### src/rtl/pipeline_hazard_ctrl_if.sv
// pipeline_hazard_ctrl_if
//   Bundle between the datapath and the pipeline hazard controller.
//   master : datapath side, drives the ID/EX/MEM status and reads the strobes.
//   slave  : controller side, reads the status and drives the strobes.
//   Status : id_rs, id_rt, id_use_rs, id_use_rt, id_mdu, id_halt,
//            ex_load, ex_rd, ex_br_taken, mem_wait
//   Strobes: pc_en, ifid_en, ifid_clr, idex_en, idex_clr, exmem_en,
//            exmem_clr, mdu_busy, halted, stall_cnt
interface pipeline_hazard_ctrl_if #(
    parameter int REG_W = 5
);
    logic [REG_W-1:0] id_rs;
    logic [REG_W-1:0] id_rt;
    logic             id_use_rs;
    logic             id_use_rt;
    logic             id_mdu;
    logic             id_halt;
    logic             ex_load;
    logic [REG_W-1:0] ex_rd;
    logic             ex_br_taken;
    logic             mem_wait;

    logic             pc_en;
    logic             ifid_en;
    logic             ifid_clr;
    logic             idex_en;
    logic             idex_clr;
    logic             exmem_en;
    logic             exmem_clr;
    logic             mdu_busy;
    logic             halted;
    logic [31:0]      stall_cnt;

    modport master (
        output id_rs, id_rt, id_use_rs, id_use_rt, id_mdu, id_halt,
               ex_load, ex_rd, ex_br_taken, mem_wait,
        input  pc_en, ifid_en, ifid_clr, idex_en, idex_clr, exmem_en,
               exmem_clr, mdu_busy, halted, stall_cnt
    );

    modport slave (
        input  id_rs, id_rt, id_use_rs, id_use_rt, id_mdu, id_halt,
               ex_load, ex_rd, ex_br_taken, mem_wait,
        output pc_en, ifid_en, ifid_clr, idex_en, idex_clr, exmem_en,
               exmem_clr, mdu_busy, halted, stall_cnt
    );
endinterface

### src/rtl/pipeline_hazard_ctrl.sv
// pipeline_hazard_ctrl
//   Sequencer for the PC and the IF/ID, ID/EX, EX/MEM stage registers.
//   Produces per-stage load enables and clear strobes for load-use hazards,
//   taken branches resolved in EX, multi-cycle MDU ops, data-memory wait
//   and HALT.
//   Ports:
//     clk   - pipeline clock, rising edge
//     CLR_n - asynchronous active-low reset
//     hz    - pipeline_hazard_ctrl_if.slave (status in, strobes out)
//   Parameters: MDU_LAT (1..15) cycles the MDU holds EX, REG_W register index width.
//   Optional: define STALL_CNT_EN to build the saturating stall-cycle counter;
//   otherwise stall_cnt is tied to 0.
module pipeline_hazard_ctrl #(
    parameter int MDU_LAT = 4,
    parameter int REG_W   = 5
) (
    input  logic                   clk,
    input  logic                   CLR_n,
    pipeline_hazard_ctrl_if.slave  hz
);
    typedef enum logic [1:0] {
        RUN  = 2'd0,
        MDU  = 2'd1,
        HALT = 2'd2
    } state_t;

    state_t     state_q, state_d;
    logic [3:0] cnt_q, cnt_d;

    logic [REG_W-1:0] ex_rd_w;
    logic             load_use;
    logic pc_en, ifid_en, ifid_clr, idex_en, idex_clr, exmem_en, exmem_clr;

    assign ex_rd_w  = hz.ex_rd;
    assign load_use = hz.ex_load && (ex_rd_w != '0) &&
                      ((hz.id_use_rs && (hz.id_rs == ex_rd_w)) ||
                       (hz.id_use_rt && (hz.id_rt == ex_rd_w)));

    always_comb begin
        pc_en     = 1'b1;
        ifid_en   = 1'b1;
        idex_en   = 1'b1;
        exmem_en  = 1'b1;
        ifid_clr  = 1'b0;
        idex_clr  = 1'b0;
        exmem_clr = 1'b0;
        state_d   = state_q;
        cnt_d     = cnt_q;
        if (!CLR_n) begin
            // Strobes follow reset immediately, not at the next edge.
            pc_en     = 1'b0;
            ifid_en   = 1'b0;
            idex_en   = 1'b0;
            exmem_en  = 1'b0;
            ifid_clr  = 1'b1;
            idex_clr  = 1'b1;
            exmem_clr = 1'b1;
            state_d   = RUN;
            cnt_d     = '0;
        end else begin
            unique case (state_q)
                RUN: begin
                    if (hz.mem_wait) begin
                        pc_en    = 1'b0;
                        ifid_en  = 1'b0;
                        idex_en  = 1'b0;
                        exmem_en = 1'b0;
                    end else if (hz.ex_br_taken) begin
                        ifid_clr = 1'b1;
                        idex_clr = 1'b1;
                    end else if (load_use) begin
                        pc_en    = 1'b0;
                        ifid_en  = 1'b0;
                        idex_clr = 1'b1;
                    end else if (hz.id_mdu) begin
                        state_d = MDU;
                        cnt_d   = 4'(MDU_LAT - 1);
                    end else if (hz.id_halt) begin
                        state_d = HALT;
                    end
                end
                MDU: begin
                    pc_en   = 1'b0;
                    ifid_en = 1'b0;
                    idex_en = 1'b0;
                    if (hz.mem_wait) begin
                        exmem_en = 1'b0;
                    end else begin
                        // Bubbles enter MEM until the final cycle captures the result.
                        exmem_clr = (cnt_q != '0);
                        if (cnt_q == '0) begin
                            state_d = RUN;
                        end else begin
                            cnt_d = cnt_q - 4'd1;
                        end
                    end
                end
                HALT: begin
                    pc_en    = 1'b0;
                    ifid_en  = 1'b0;
                    ifid_clr = 1'b1;
                    // Downstream drains, but a waiting memory still holds it.
                    if (hz.mem_wait) begin
                        idex_en  = 1'b0;
                        exmem_en = 1'b0;
                    end else begin
                        idex_clr = 1'b1;
                    end
                end
                default: begin
                    state_d = RUN;
                    cnt_d   = '0;
                end
            endcase
        end
    end

    always_ff @(posedge clk or negedge CLR_n) begin
        if (!CLR_n) begin
            state_q <= RUN;
            cnt_q   <= '0;
        end else begin
            state_q <= state_d;
            cnt_q   <= cnt_d;
        end
    end

    assign hz.pc_en     = pc_en;
    assign hz.ifid_en   = ifid_en;
    assign hz.ifid_clr  = ifid_clr;
    assign hz.idex_en   = idex_en;
    assign hz.idex_clr  = idex_clr;
    assign hz.exmem_en  = exmem_en;
    assign hz.exmem_clr = exmem_clr;
    assign hz.mdu_busy  = (state_q == MDU);
    assign hz.halted    = (state_q == HALT);

`ifdef STALL_CNT_EN
    logic [31:0] stall_cnt_q;

    always_ff @(posedge clk or negedge CLR_n) begin
        if (!CLR_n) begin
            stall_cnt_q <= '0;
        end else if (!pc_en && (state_q != HALT) && (stall_cnt_q != '1)) begin
            stall_cnt_q <= stall_cnt_q + 32'd1;
        end
    end

    assign hz.stall_cnt = stall_cnt_q;
`else
    assign hz.stall_cnt = '0;
`endif
endmodule

### src/flat_wrapper.sv
// flat-port wrapper written by rule: the top's interface ports become plain ports
module pipeline_hazard_ctrl_flat 
#(
    parameter int MDU_LAT = 4,
    parameter int REG_W   = 5
)
  (clk, CLR_n, hz_id_rs, hz_id_rt, hz_id_use_rs, hz_id_use_rt, hz_id_mdu, hz_id_halt, hz_ex_load, hz_ex_rd, hz_ex_br_taken, hz_mem_wait, hz_pc_en, hz_ifid_en, hz_ifid_clr, hz_idex_en, hz_idex_clr, hz_exmem_en, hz_exmem_clr, hz_mdu_busy, hz_halted, hz_stall_cnt);
  pipeline_hazard_ctrl_if #(.REG_W(REG_W)) hz_i ();
  input  logic clk;
  input  logic CLR_n;
  input wire logic [$bits(hz_i.id_rs)-1:0] hz_id_rs;
  input wire logic [$bits(hz_i.id_rt)-1:0] hz_id_rt;
  input wire logic [$bits(hz_i.id_use_rs)-1:0] hz_id_use_rs;
  input wire logic [$bits(hz_i.id_use_rt)-1:0] hz_id_use_rt;
  input wire logic [$bits(hz_i.id_mdu)-1:0] hz_id_mdu;
  input wire logic [$bits(hz_i.id_halt)-1:0] hz_id_halt;
  input wire logic [$bits(hz_i.ex_load)-1:0] hz_ex_load;
  input wire logic [$bits(hz_i.ex_rd)-1:0] hz_ex_rd;
  input wire logic [$bits(hz_i.ex_br_taken)-1:0] hz_ex_br_taken;
  input wire logic [$bits(hz_i.mem_wait)-1:0] hz_mem_wait;
  output wire logic [$bits(hz_i.pc_en)-1:0] hz_pc_en;
  output wire logic [$bits(hz_i.ifid_en)-1:0] hz_ifid_en;
  output wire logic [$bits(hz_i.ifid_clr)-1:0] hz_ifid_clr;
  output wire logic [$bits(hz_i.idex_en)-1:0] hz_idex_en;
  output wire logic [$bits(hz_i.idex_clr)-1:0] hz_idex_clr;
  output wire logic [$bits(hz_i.exmem_en)-1:0] hz_exmem_en;
  output wire logic [$bits(hz_i.exmem_clr)-1:0] hz_exmem_clr;
  output wire logic [$bits(hz_i.mdu_busy)-1:0] hz_mdu_busy;
  output wire logic [$bits(hz_i.halted)-1:0] hz_halted;
  output wire logic [$bits(hz_i.stall_cnt)-1:0] hz_stall_cnt;
  assign hz_i.id_rs = hz_id_rs;
  assign hz_i.id_rt = hz_id_rt;
  assign hz_i.id_use_rs = hz_id_use_rs;
  assign hz_i.id_use_rt = hz_id_use_rt;
  assign hz_i.id_mdu = hz_id_mdu;
  assign hz_i.id_halt = hz_id_halt;
  assign hz_i.ex_load = hz_ex_load;
  assign hz_i.ex_rd = hz_ex_rd;
  assign hz_i.ex_br_taken = hz_ex_br_taken;
  assign hz_i.mem_wait = hz_mem_wait;
  assign hz_pc_en = hz_i.pc_en;
  assign hz_ifid_en = hz_i.ifid_en;
  assign hz_ifid_clr = hz_i.ifid_clr;
  assign hz_idex_en = hz_i.idex_en;
  assign hz_idex_clr = hz_i.idex_clr;
  assign hz_exmem_en = hz_i.exmem_en;
  assign hz_exmem_clr = hz_i.exmem_clr;
  assign hz_mdu_busy = hz_i.mdu_busy;
  assign hz_halted = hz_i.halted;
  assign hz_stall_cnt = hz_i.stall_cnt;
  pipeline_hazard_ctrl #(.MDU_LAT(MDU_LAT), .REG_W(REG_W)) u_core (.clk(clk), .CLR_n(CLR_n), .hz(hz_i));
endmodule
### config.mk
export PLATFORM = sky130hd
export DESIGN_NAME = pipeline_hazard_ctrl_flat
export DESIGN_NICKNAME = d
export VERILOG_FILES = /design/src/rtl/pipeline_hazard_ctrl_if.sv /design/src/rtl/pipeline_hazard_ctrl.sv /design/src/flat_wrapper.sv
export SDC_FILE = /design/constraint.sdc
export NUM_CORES = 1
export LEC_CHECK = 0
export ABC_AREA = 1
export CORE_MARGIN = 2
export CORE_UTILIZATION = 40
export DETAILED_ROUTE_END_ITERATION = 10
export PLACE_DENSITY = 0.86
export SYNTH_ARGS = -nofsm -noshare
export SYNTH_HDL_FRONTEND = slang
export SYNTH_SLANG_ARGS = --single-unit
### constraint.sdc
create_clock -name clk -period 2.4 [get_ports clk]
set_input_delay 0.6 -clock clk [delete_from_list [all_inputs] [get_ports clk]]
set_output_delay 0.6 -clock clk [all_outputs]
set_load 0.01 [all_outputs]
## Word-level counts from Yosys, hierarchy flattened

Index checks and enable logic that the tools add are counted.

| cells by class | value |
|---|---|
| $add $sub $neg | 1 |
| multiply operators | 0 |
| divide/modulo/power cells | 0 |
| magnitude comparators | 0 |
| equality and inequality tests | 13 |
| shift operators | 0 |
| mux-type cells | 39 |
| bitwise logic cells | 0 |
| reduce and logical (&&, ||, !) cells | 14 |

Operators by type and width:

| operator | number |
|---|---|
| $mux W4 | 7 |
| $mux W1 | 18 |
| $ne A3 B3 Y1 const B | 6 |
| $mux W2 | 8 |
| $reduce_and A7 Y1 | 2 |
| $pmux W4 S3 | 1 |
| $eq A5 B5 Y1 | 2 |
| $pmux W1 S2 | 4 |
| $pmux W2 S3 | 1 |
| $reduce_bool A5 Y1 | 1 |
| $logic_and A1 B1 Y1 | 4 |
| $logic_not A4 Y1 | 1 |
| $ne A4 B4 Y1 const B | 1 |
| $reduce_bool A4 Y1 | 1 |
| $reduce_or A2 Y1 | 2 |
| $sub A4 B1 Y4 const B | 1 |
| $ne A3 B2 Y1 const B | 1 |
| $reduce_or A3 Y1 | 1 |
| $eq A2 B1 Y1 const B | 1 |
| $eq A2 B2 Y1 const B | 1 |
| $logic_not A2 Y1 | 1 |
| $ne A2 B2 Y1 const B | 1 |
| $logic_or A1 B1 Y1 | 1 |

| storage, ports and cells | value |
|---|---|
| register bits after elaboration | 6 |
| bits in latches | 0 |
| memory bits (writable) | 0 |
| memory bits (read-only) | 0 |
| input bits | 24 |
| output and inout bits | 41 |
| word-level logic and storage cells | 69 |
| memories | 0 |

## Depth between registers and ports, before layout

Gate-level depths: netlist of the first run.

| logic depth | value |
|---|---|
| word-level depth | 9 |
| mapped depth | 10 |
| mapped depth without buffers | 10 |

## Least setup slack after synthesis of the first run

No wires, ideal clock.

| path | value |
|---|---|
| kind | in2out |
| start | input hz_ex_rd[3] |
| end | output hz_pc_en |
| arrival time | 1.381 ns |
| required time | 1.800 ns |
| path slack | 0.419 ns |
| cell stages on the path | 10 |
| path buffers | 1 |
| path through | inv_2 -> nand2_1 -> nand2_1 -> nor2_1 -> nand3_1 -> nand2_1 -> nand3_1 -> o21ai_1 -> inv_1 -> buf_4 |

| on the way | value |
|---|---|
| longest elaborated chain between the ends | 9 |
| elaborated cells between the ends (all ways) | 13 |
| those cells by class | eq/ne: 2; mux: 5; reduce/logical: 6 |

Ends and longest elaborated chain:

| element | line | RTL |
|---|---|---|
| from (decl) | flat_wrapper.sv:18 | `input wire logic [$bits(hz_i.ex_rd)-1:0] hz_ex_rd;` |
| $eq A5 B5 Y1 (on tied branches) | pipeline_hazard_ctrl.sv:36, pipeline_hazard_ctrl.sv:37 |  |
| $logic_and A1 B1 Y1 (on tied branches) | pipeline_hazard_ctrl.sv:36, pipeline_hazard_ctrl.sv:37 |  |
| $logic_or A1 B1 Y1 | pipeline_hazard_ctrl.sv:36 | `((hz.id_use_rs && (hz.id_rs == ex_rd_w)) \|\|` |
| $logic_and A1 B1 Y1 (*) | pipeline_hazard_ctrl.sv:35 | `assign load_use = hz.ex_load && (ex_rd_w != '0) &&` |
| $mux W1 (*) (3 in series) | n/a |  |
| $pmux W1 S2 (*) | n/a |  |
| $mux W1 (*) | n/a |  |
| to (decl) | flat_wrapper.sv:21 | `output wire logic [$bits(hz_i.pc_en)-1:0] hz_pc_en;` |

Mark *: on every way between the ends. The rest lies on a longest branch, timed or not.

## Worst setup path in the final report of the first run

| path | value |
|---|---|
| start | input CLR_n |
| end | output hz_ifid_clr |

| on the way | value |
|---|---|
| longest elaborated chain between the ends | 1 |

Ends and longest elaborated chain:

| element | line | RTL |
|---|---|---|
| from (decl) | flat_wrapper.sv:10 | `input logic CLR_n;` |
| $mux W1 | pipeline_hazard_ctrl.sv:49 | `if (!CLR_n) begin` |
| to (decl) | flat_wrapper.sv:23 | `output wire logic [$bits(hz_i.ifid_clr)-1:0] hz_ifid_clr;` |

No other way between the ends.

==> results of run 1 <==
## stage by stage
step	total power, mW	setup WS [ns]	hold slack (ns)	utilization, %
finish	0.943	0.0403	0.513	57.1
global route	1.04	0.0156	0.560	57.1
CTS	0.900	-0.0276	0.500	56.2
detailed placement	0.822	-0.520	0.491	54.0
global placement	0.808	-0.508	0.489	54.0
floorplan	0.636	0.419	0.304	-
## worst paths after layout
path                                                     from                          end  slack, ns  cells after the start
min in group asynchronous                               CLR_n  u_core.cnt_q[2]$_DFFE_PN0P_       0.86                      3
worst min-delay path              u_core.cnt_q[0]$_DFFE_PN0P_  u_core.cnt_q[0]$_DFFE_PN0P_       0.51                      2
worst max-delay path                                    CLR_n                  hz_ifid_clr       0.04                      5
worst min register to register    u_core.cnt_q[0]$_DFFE_PN0P_  u_core.cnt_q[0]$_DFFE_PN0P_       0.51                      2
max in group asynchronous                               CLR_n  u_core.cnt_q[0]$_DFFE_PN0P_       1.40                      3
worst max register to register  u_core.state_q[1]$_DFFE_PN0P_  u_core.cnt_q[0]$_DFFE_PN0P_       0.68                     10
## timing repair
item                                    in CTS  in global routing
pin swaps                                   10                 10
endpoints found under the setup margin       7                 10
setup buffers                                7                  1
resized for setup                           32                 26
## sequential cells by signal, indices dropped and copies added, names as in the netlist
register / flops
u_core.cnt_q: 4
u_core.state_q: 2
## cells by family (layout without fill, tap and decap cells)
group                      count (synthesis)  count (layout)  synth area share (%)
AOI/OAI and AO/OA                         14              14                  7.58
xor gates and xnor gates                   1               1                 0.830
adders and majority gates                  6               6                  7.11
buffers and inverters                     60              78                  33.1
DFF                                        6               6                  14.2
other                                      1              32                 0.355
and+or+nand+nor                           85              85                  36.8
## layout make-up
type	count	area [µm²]
fill	223	1070
multi-input combinational	138	721
timing repair buffer	48	395
sequential	6	150
inverter	27	101
tap	30	37.5
clock buffer	3	22.5
## layout by cell type, fill, tap and decap left out
master | synthesis | final
sky130_fd_sc_hd__o22ai_1 | 1 | 1
sky130_fd_sc_hd__a21oi_1 | 3 | 3
sky130_fd_sc_hd__ha_1 | 6 | 6
sky130_fd_sc_hd__nand2_1 | 46 | 38
sky130_fd_sc_hd__dlymetal6s2s_1 | 0 | 2
sky130_fd_sc_hd__nor2_1 | 19 | 18
sky130_fd_sc_hd__nor3_4 | 1 | 1
sky130_fd_sc_hd__nand2_4 | 1 | 1
sky130_fd_sc_hd__inv_2 | 7 | 8
sky130_fd_sc_hd__buf_2 | 0 | 3
sky130_fd_sc_hd__dfrtp_1 | 6 | 6
sky130_fd_sc_hd__a31oi_1 | 1 | 1
sky130_fd_sc_hd__o21ai_0 | 5 | 5
sky130_fd_sc_hd__nand3_4 | 0 | 2
sky130_fd_sc_hd__nand2_2 | 2 | 10
sky130_fd_sc_hd__clkdlybuf4s15_1 | 0 | 3
sky130_fd_sc_hd__nand4_1 | 7 | 7
sky130_fd_sc_hd__dlygate4sd2_1 | 0 | 12
sky130_fd_sc_hd__nand3_2 | 2 | 2
sky130_fd_sc_hd__conb_1 | 1 | 32
sky130_fd_sc_hd__xnor2_1 | 1 | 1
sky130_fd_sc_hd__o21ai_2 | 2 | 2
sky130_fd_sc_hd__buf_4 | 33 | 16
sky130_fd_sc_hd__clkbuf_4 | 0 | 3
sky130_fd_sc_hd__inv_1 | 20 | 19
sky130_fd_sc_hd__clkbuf_2 | 0 | 4
sky130_fd_sc_hd__nor3_2 | 1 | 1
sky130_fd_sc_hd__nor2_2 | 0 | 1
sky130_fd_sc_hd__clkdlybuf4s50_1 | 0 | 8
sky130_fd_sc_hd__o21ai_1 | 2 | 2
sky130_fd_sc_hd__and3_1 | 1 | 1
sky130_fd_sc_hd__nor3_1 | 1 | 1
sky130_fd_sc_hd__nand3_1 | 4 | 2
## power by group through the flow
stage	clock [mW]	sequential [mW]	combinational (mW)
after global routing	0.106	0.183	0.753
after global placement	0	0.172	0.637
after floorplan	0	0.168	0.468
after CTS	0.0951	0.170	0.635
final	0.0904	0.176	0.676
after detailed placement	0	0.172	0.650
## critical path, cell delays in order
cell	delay, ns
sky130_fd_sc_hd__clkdlybuf4s50_1	0.52
sky130_fd_sc_hd__inv_1	0.09
sky130_fd_sc_hd__nor2_1	0.15
sky130_fd_sc_hd__o21ai_0	0.10
sky130_fd_sc_hd__dlygate4sd2_1	0.29
## per-layer routing
layer	vias up	wire length (µm)	global-route usage [%]
li1	569	-	-
met4	0	0	1.39
met1	487	1110	19.9
met3	0	142	3.51
met2	41	1240	26.2
met5	-	0	0
==> Implementation_results.wiki, run 1 <==
{| class="wikitable"
! Metric !! Value
|-
| Finish-stage setup viols || 0
|-
| Cell type with the largest total area after synthesis || sky130_fd_sc_hd__buf_4
|-
| Switching share of power || 49.9%
|-
| Global-route wire length before repair || 3880 µm
|-
| Clock Sinks || 6
|-
| Sequential group share of total power || 18.7%
|-
| Worst setup path category || in2out
|-
| Hold WC Path Type || reg2reg
|-
| Filler-free cell count of the finished design || 252
|-
| Via count of the first global-routing pass || 877
|-
| Half-perimeter wire length after detailed placement || 1870 µm
|-
| Iter 0 DRT Violations || 33
|-
| Cells after DPL || 242
|-
| Run status || completed
|-
| Remaining global-route overflow || 0
|-
| WL/cell || 9.91 µm
|-
| Final critical-path share of the clock period || 98.3%
|-
| Die boundary height || 55.4 µm
|-
| Achievable clock frequency || 0.424 GHz
|-
| First-pass iteration count of the detailed router || 4
|-
| Antenna violations before repair || 0
|-
| Maxcap violations || 0
|-
| Final routed DRC violation total || 0
|-
| Post-synthesis cell type count || 24
|-
| Synth top area cells || sky130_fd_sc_hd__buf_4 (23%), sky130_fd_sc_hd__nand2_1 (16%), sky130_fd_sc_hd__dfrtp_1 (14%)
|-
| Initial standard-cell utilization of the core || 42.2%
|-
| # port buffers || 32
|-
| Logic pwr share || 71.7%
|-
| Synth warnings || 0
|-
| GRT Overall Usage || 15.2%
|-
| H-Tree Depth || 1
|-
| Internal cell power || 0.472 mW
|-
| Row Count || 18
|-
| Top FF cell, synth || sky130_fd_sc_hd__dfrtp_1
|-
| Final RePlAce weighted congestion || 0.877
|-
| Largest net degree at the start of global routing || 10
|-
| Unrepaired setup endpoints after global routing || no
|-
| Fraction of synthesis flops using an asynchronous set or reset pin || 100%
|-
| Share of synthesized area occupied by flip-flops and latches || 14.2%
|-
| Crit path time final || 2.36 ns
|-
| Proportion of netlist area held by the largest area contributor || 23.5%
|-
| Layout area overhead || 35.2%
|-
| Number of standard cells after synthesis || 173
|-
| Aggregate routed wire length || 2500 µm
|-
| Netlist area before placement || 1060 µm²
|-
| Clock transition at the registers of the reported paths || 0.04 ns
|-
| Post-route cell area || 1430 µm²
|-
| Crit. End Element || output pin
|-
| Die Area || 3070 µm²
|-
| Top-count cell post-synth || sky130_fd_sc_hd__nand2_1
|-
| Total via count after detailed routing || 1097
|-
| Deepest clock path buffer count || 2
|-
| Top post-synthesis cells by count || sky130_fd_sc_hd__nand2_1 (46), sky130_fd_sc_hd__buf_4 (33), sky130_fd_sc_hd__inv_1 (20)
|-
| Synth Area per Inst || 6.10 µm²
|-
| PwrDens || 660 nW/µm²
|-
| Final number of max-transition violations || 0
|-
| Core area || 2500 µm²
|-
| Post-DRT Antenna Nets || 0
|-
| Leak pwr || 0.870 nW
|-
| Critical Path AT || 1.76 ns
|-
| Average vias per placed instance || 4.35
|-
| TritonCTS clock tree || done
|-
| Clock Power Share || 9.6%
|-
| Cell area after placement || 1350 µm²
|-
| Number of ports placed on the die boundary || 65
|-
| Clock buffer count from CTS || 3
|-
| Antenna fix cells || 0
|-
| Synthesis-stage register bit count || 6
|-
| Share of layout cells above drive strength 1 || 24.3%
|-
| Post-route setup TNS || 0 ns
|-
| Clock skew || 0.00492 ns
|-
| Crit-path max FO || 3
|-
| Hold_buf cts || 0
|-
| Horizontal extent of the die || 55.4 µm
|-
| Post-synth EDFFs || 0
|-
| CTS root buf || sky130_fd_sc_hd__clkbuf_4
|-
| Largest vdd supply drop || 0.527 mV
|-
| Number of hold violations in the final report || 0
|-
| Total net switching power || 0.471 mW
|-
| Startpoint type of the worst setup path || input pin
|-
| Final nets || 254
|-
| Clock latency on the worst-skew pair || 0.24 ns
|-
| Worst Path Required || 1.80 ns
|}
No activity file was read; power rests on OpenSTA's default activity.
==> run 2: changes to the inputs <==
- TNS_END_PERCENT: unset -> 50
==> Implementation_results.wiki, run 2 (synthesis gave the netlist of run 1 again) <==
{| class="wikitable"
! Metric !! Value
|-
| Run status || completed
|-
| Number of ports placed on the die boundary || 65 (unchanged)
|-
| PwrDens || 660 nW/µm² (about the same)
|-
| CTS root buf || sky130_fd_sc_hd__clkbuf_4
|-
| Crit. End Element || output pin
|-
| Filler-free cell count of the finished design || 252 (unchanged)
|-
| Largest vdd supply drop || 0.526 mV (about the same)
|-
| Half-perimeter wire length after detailed placement || 1870 µm (unchanged)
|-
| Initial standard-cell utilization of the core || 42.2% (unchanged)
|-
| Clock buffer count from CTS || 3 (unchanged)
|-
| Commonest non-fill, non-tap cells in the layout || sky130_fd_sc_hd__nand2_1 (38), sky130_fd_sc_hd__conb_1 (32), sky130_fd_sc_hd__inv_1 (19)
|-
| Worst path bufs/invs || 3 (unchanged)
|-
| Antenna violations before repair || 0 (unchanged)
|-
| Iter 0 DRT Violations || 28 (-15%)
|-
| Total power of the final layout || 0.942 mW (about the same)
|-
| Cells after DPL || 242 (unchanged)
|-
| Final routed DRC violation total || 0 (unchanged)
|-
| Register with the most flip-flops || u_core.cnt_q
|-
| Horizontal extent of the die || 55.4 µm (unchanged)
|-
| Unrepaired setup endpoints after global routing || no
|-
| Antenna fix cells || 0 (unchanged)
|-
| First-pass iteration count of the detailed router || 4 (unchanged)
|-
| GRT Overall Usage || 15.1% (-0.097 points)
|-
| Core area || 2500 µm² (unchanged)
|-
| Post-DRT Antenna Nets || 0 (unchanged)
|-
| Most common cell after layout, fill and taps aside || sky130_fd_sc_hd__nand2_1
|-
| Final critical-path share of the clock period || 98.1% (-0.19 points)
|-
| Hold_buf cts || 0 (unchanged)
|-
| Layout area overhead || 35.2% (unchanged)
|-
| Number of hold violations in the final report || 0 (unchanged)
|-
| Clock Sinks || 6 (unchanged)
|-
| Crit path time final || 2.36 ns (-0.00448 ns)
|-
| Largest net degree at the start of global routing || 10 (unchanged)
|-
| Critical Path AT || 1.76 ns (about the same)
|-
| Hold WC Path Type || reg2reg
|-
| Crit-path max FO || 3 (unchanged)
|-
| Die boundary height || 55.4 µm (unchanged)
|-
| Cell class contributing the biggest share of worst-path delay || buffers and inverters
|-
| Die Area || 3070 µm² (unchanged)
|-
| Clock transition at the registers of the reported paths || 0.04 ns (about the same)
|-
| Biggest regs || u_core.cnt_q (4), u_core.state_q (2)
|-
| Slowest stage cell, crit path || sky130_fd_sc_hd__clkdlybuf4s50_1
|-
| WL/cell || 9.87 µm (-0.44%)
|-
| Via count of the first global-routing pass || 868 (-1.0%)
|-
| Post-route setup TNS || 0 ns (unchanged)
|-
| Clock skew || 0.00496 ns (+0.0000397 ns)
|-
| Leak pwr || 0.870 nW (about the same)
|-
| Global-route wire length before repair || 3860 µm (-0.70%)
|-
| Remaining global-route overflow || 0 (unchanged)
|-
| Largest register FFs || 4 (unchanged)
|-
| Total via count after detailed routing || 1093 (-0.36%)
|-
| Aggregate routed wire length || 2490 µm (-0.44%)
|-
| Worst path max stage delay || 0.52 ns (about the same)
|-
| TritonCTS clock tree || done
|-
| Startpoint type of the worst setup path || input pin
|-
| Share of layout cells above drive strength 1 || 24.3% (unchanged)
|-
| Cell-by-cell listing of the critical path || clkdlybuf4s50_1, inv_1, nor2_1, o21ai_0, dlygate4sd2_1
|-
| # port buffers || 32 (unchanged)
|-
| Worst Path Required || 1.80 ns (about the same)
|-
| Final nets || 254 (unchanged)
|-
| Maxcap violations || 0 (unchanged)
|-
| Deepest clock path buffer count || 2 (unchanged)
|-
| Achievable clock frequency || 0.425 GHz (+0.19%)
|-
| Row Count || 18 (unchanged)
|-
| Final RePlAce weighted congestion || 0.877 (unchanged)
|-
| Finish-stage setup viols || 0 (unchanged)
|-
| Final number of max-transition violations || 0 (unchanged)
|-
| H-Tree Depth || 1 (unchanged)
|-
| Average vias per placed instance || 4.34 (-0.36%)
|-
| Post-route cell area || 1430 µm² (unchanged)
|-
| Clock latency on the worst-skew pair || 0.24 ns (about the same)
|-
| Worst setup path category || in2out
|-
| Cell area after placement || 1350 µm² (unchanged)
|}
==> run 2: cell counts in the layout (fill, tap and decap cells not counted) <==
Identical to the previous run, type by type.
==> run 2: final timing paths <==
kind / slack (ns) / cells after the start / end / startpoint
worst max-delay path: 0.04 / 5 / hz_ifid_clr / CLR_n
min in group asynchronous: 0.86 / 3 / u_core.cnt_q[2]$_DFFE_PN0P_ / CLR_n
max in group asynchronous: 1.40 / 3 / u_core.cnt_q[0]$_DFFE_PN0P_ / CLR_n
worst max register to register: 0.68 / 10 / u_core.cnt_q[0]$_DFFE_PN0P_ / u_core.state_q[1]$_DFFE_PN0P_
worst min register to register: 0.51 / 2 / u_core.cnt_q[0]$_DFFE_PN0P_ / u_core.cnt_q[0]$_DFFE_PN0P_
worst min-delay path: 0.51 / 2 / u_core.cnt_q[0]$_DFFE_PN0P_ / u_core.cnt_q[0]$_DFFE_PN0P_
==> run 2: power breakdown <==
part / leakage [nW] / switching (mW) / total (mW) / internal (mW)
clock: 0.0138 / 0.0340 / 0.0904 / 0.0564
sequential: 0.0794 / 0.0371 / 0.176 / 0.139
combinational: 0.777 / 0.399 / 0.675 / 0.276
==> run 2: repair_timing <==
action / 4_1_cts / 5_1_grt
gates cloned: 0 / 0
resized for setup: 33 / 25
endpoints found under the hold margin: 0 / 0
endpoints found under the setup margin: 7 / 10
setup buffers: 7 / 1
pin swaps: 10 / 9
==> run 2: final cells by class <==
cell class / count / area [µm²]
timing repair buffer: 48 / 395
clock buffer: 3 / 22.5
tap: 30 / 37.5
inverter: 27 / 101
sequential: 6 / 150
fill: 224 / 1070
multi-input combinational: 138 / 721
==> run 2: tightest hold or removal path: stages (launching register included) <==
cell and delay (ns):
sky130_fd_sc_hd__dfrtp_1 0.37, sky130_fd_sc_hd__nand2_2 0.06, sky130_fd_sc_hd__nand2_2 0.05
==> run 2: through the flow <==
step	hold slack (ns)	worst slack, ns	utilization [%]
2_1_floorplan	0.304	0.419	-
3_3_place_gp	0.489	-0.508	54.0
3_5_place_dp	0.491	-0.520	54.0
4_1_cts	0.500	0.00273	56.0
5_1_grt	0.560	0.0156	57.1
6_report	0.514	0.0448	57.1
==> run 2: metal layers <==
metal / vias to the layer above / share of wire (%) / global-route usage, %
met5: - / 0 / 0
met1: 485 / 45 / 19.7
met3: 0 / 5.8 / 3.75
li1: 569 / - / -
met4: 0 / 0 / 1.39
met2: 39 / 49 / 25.9
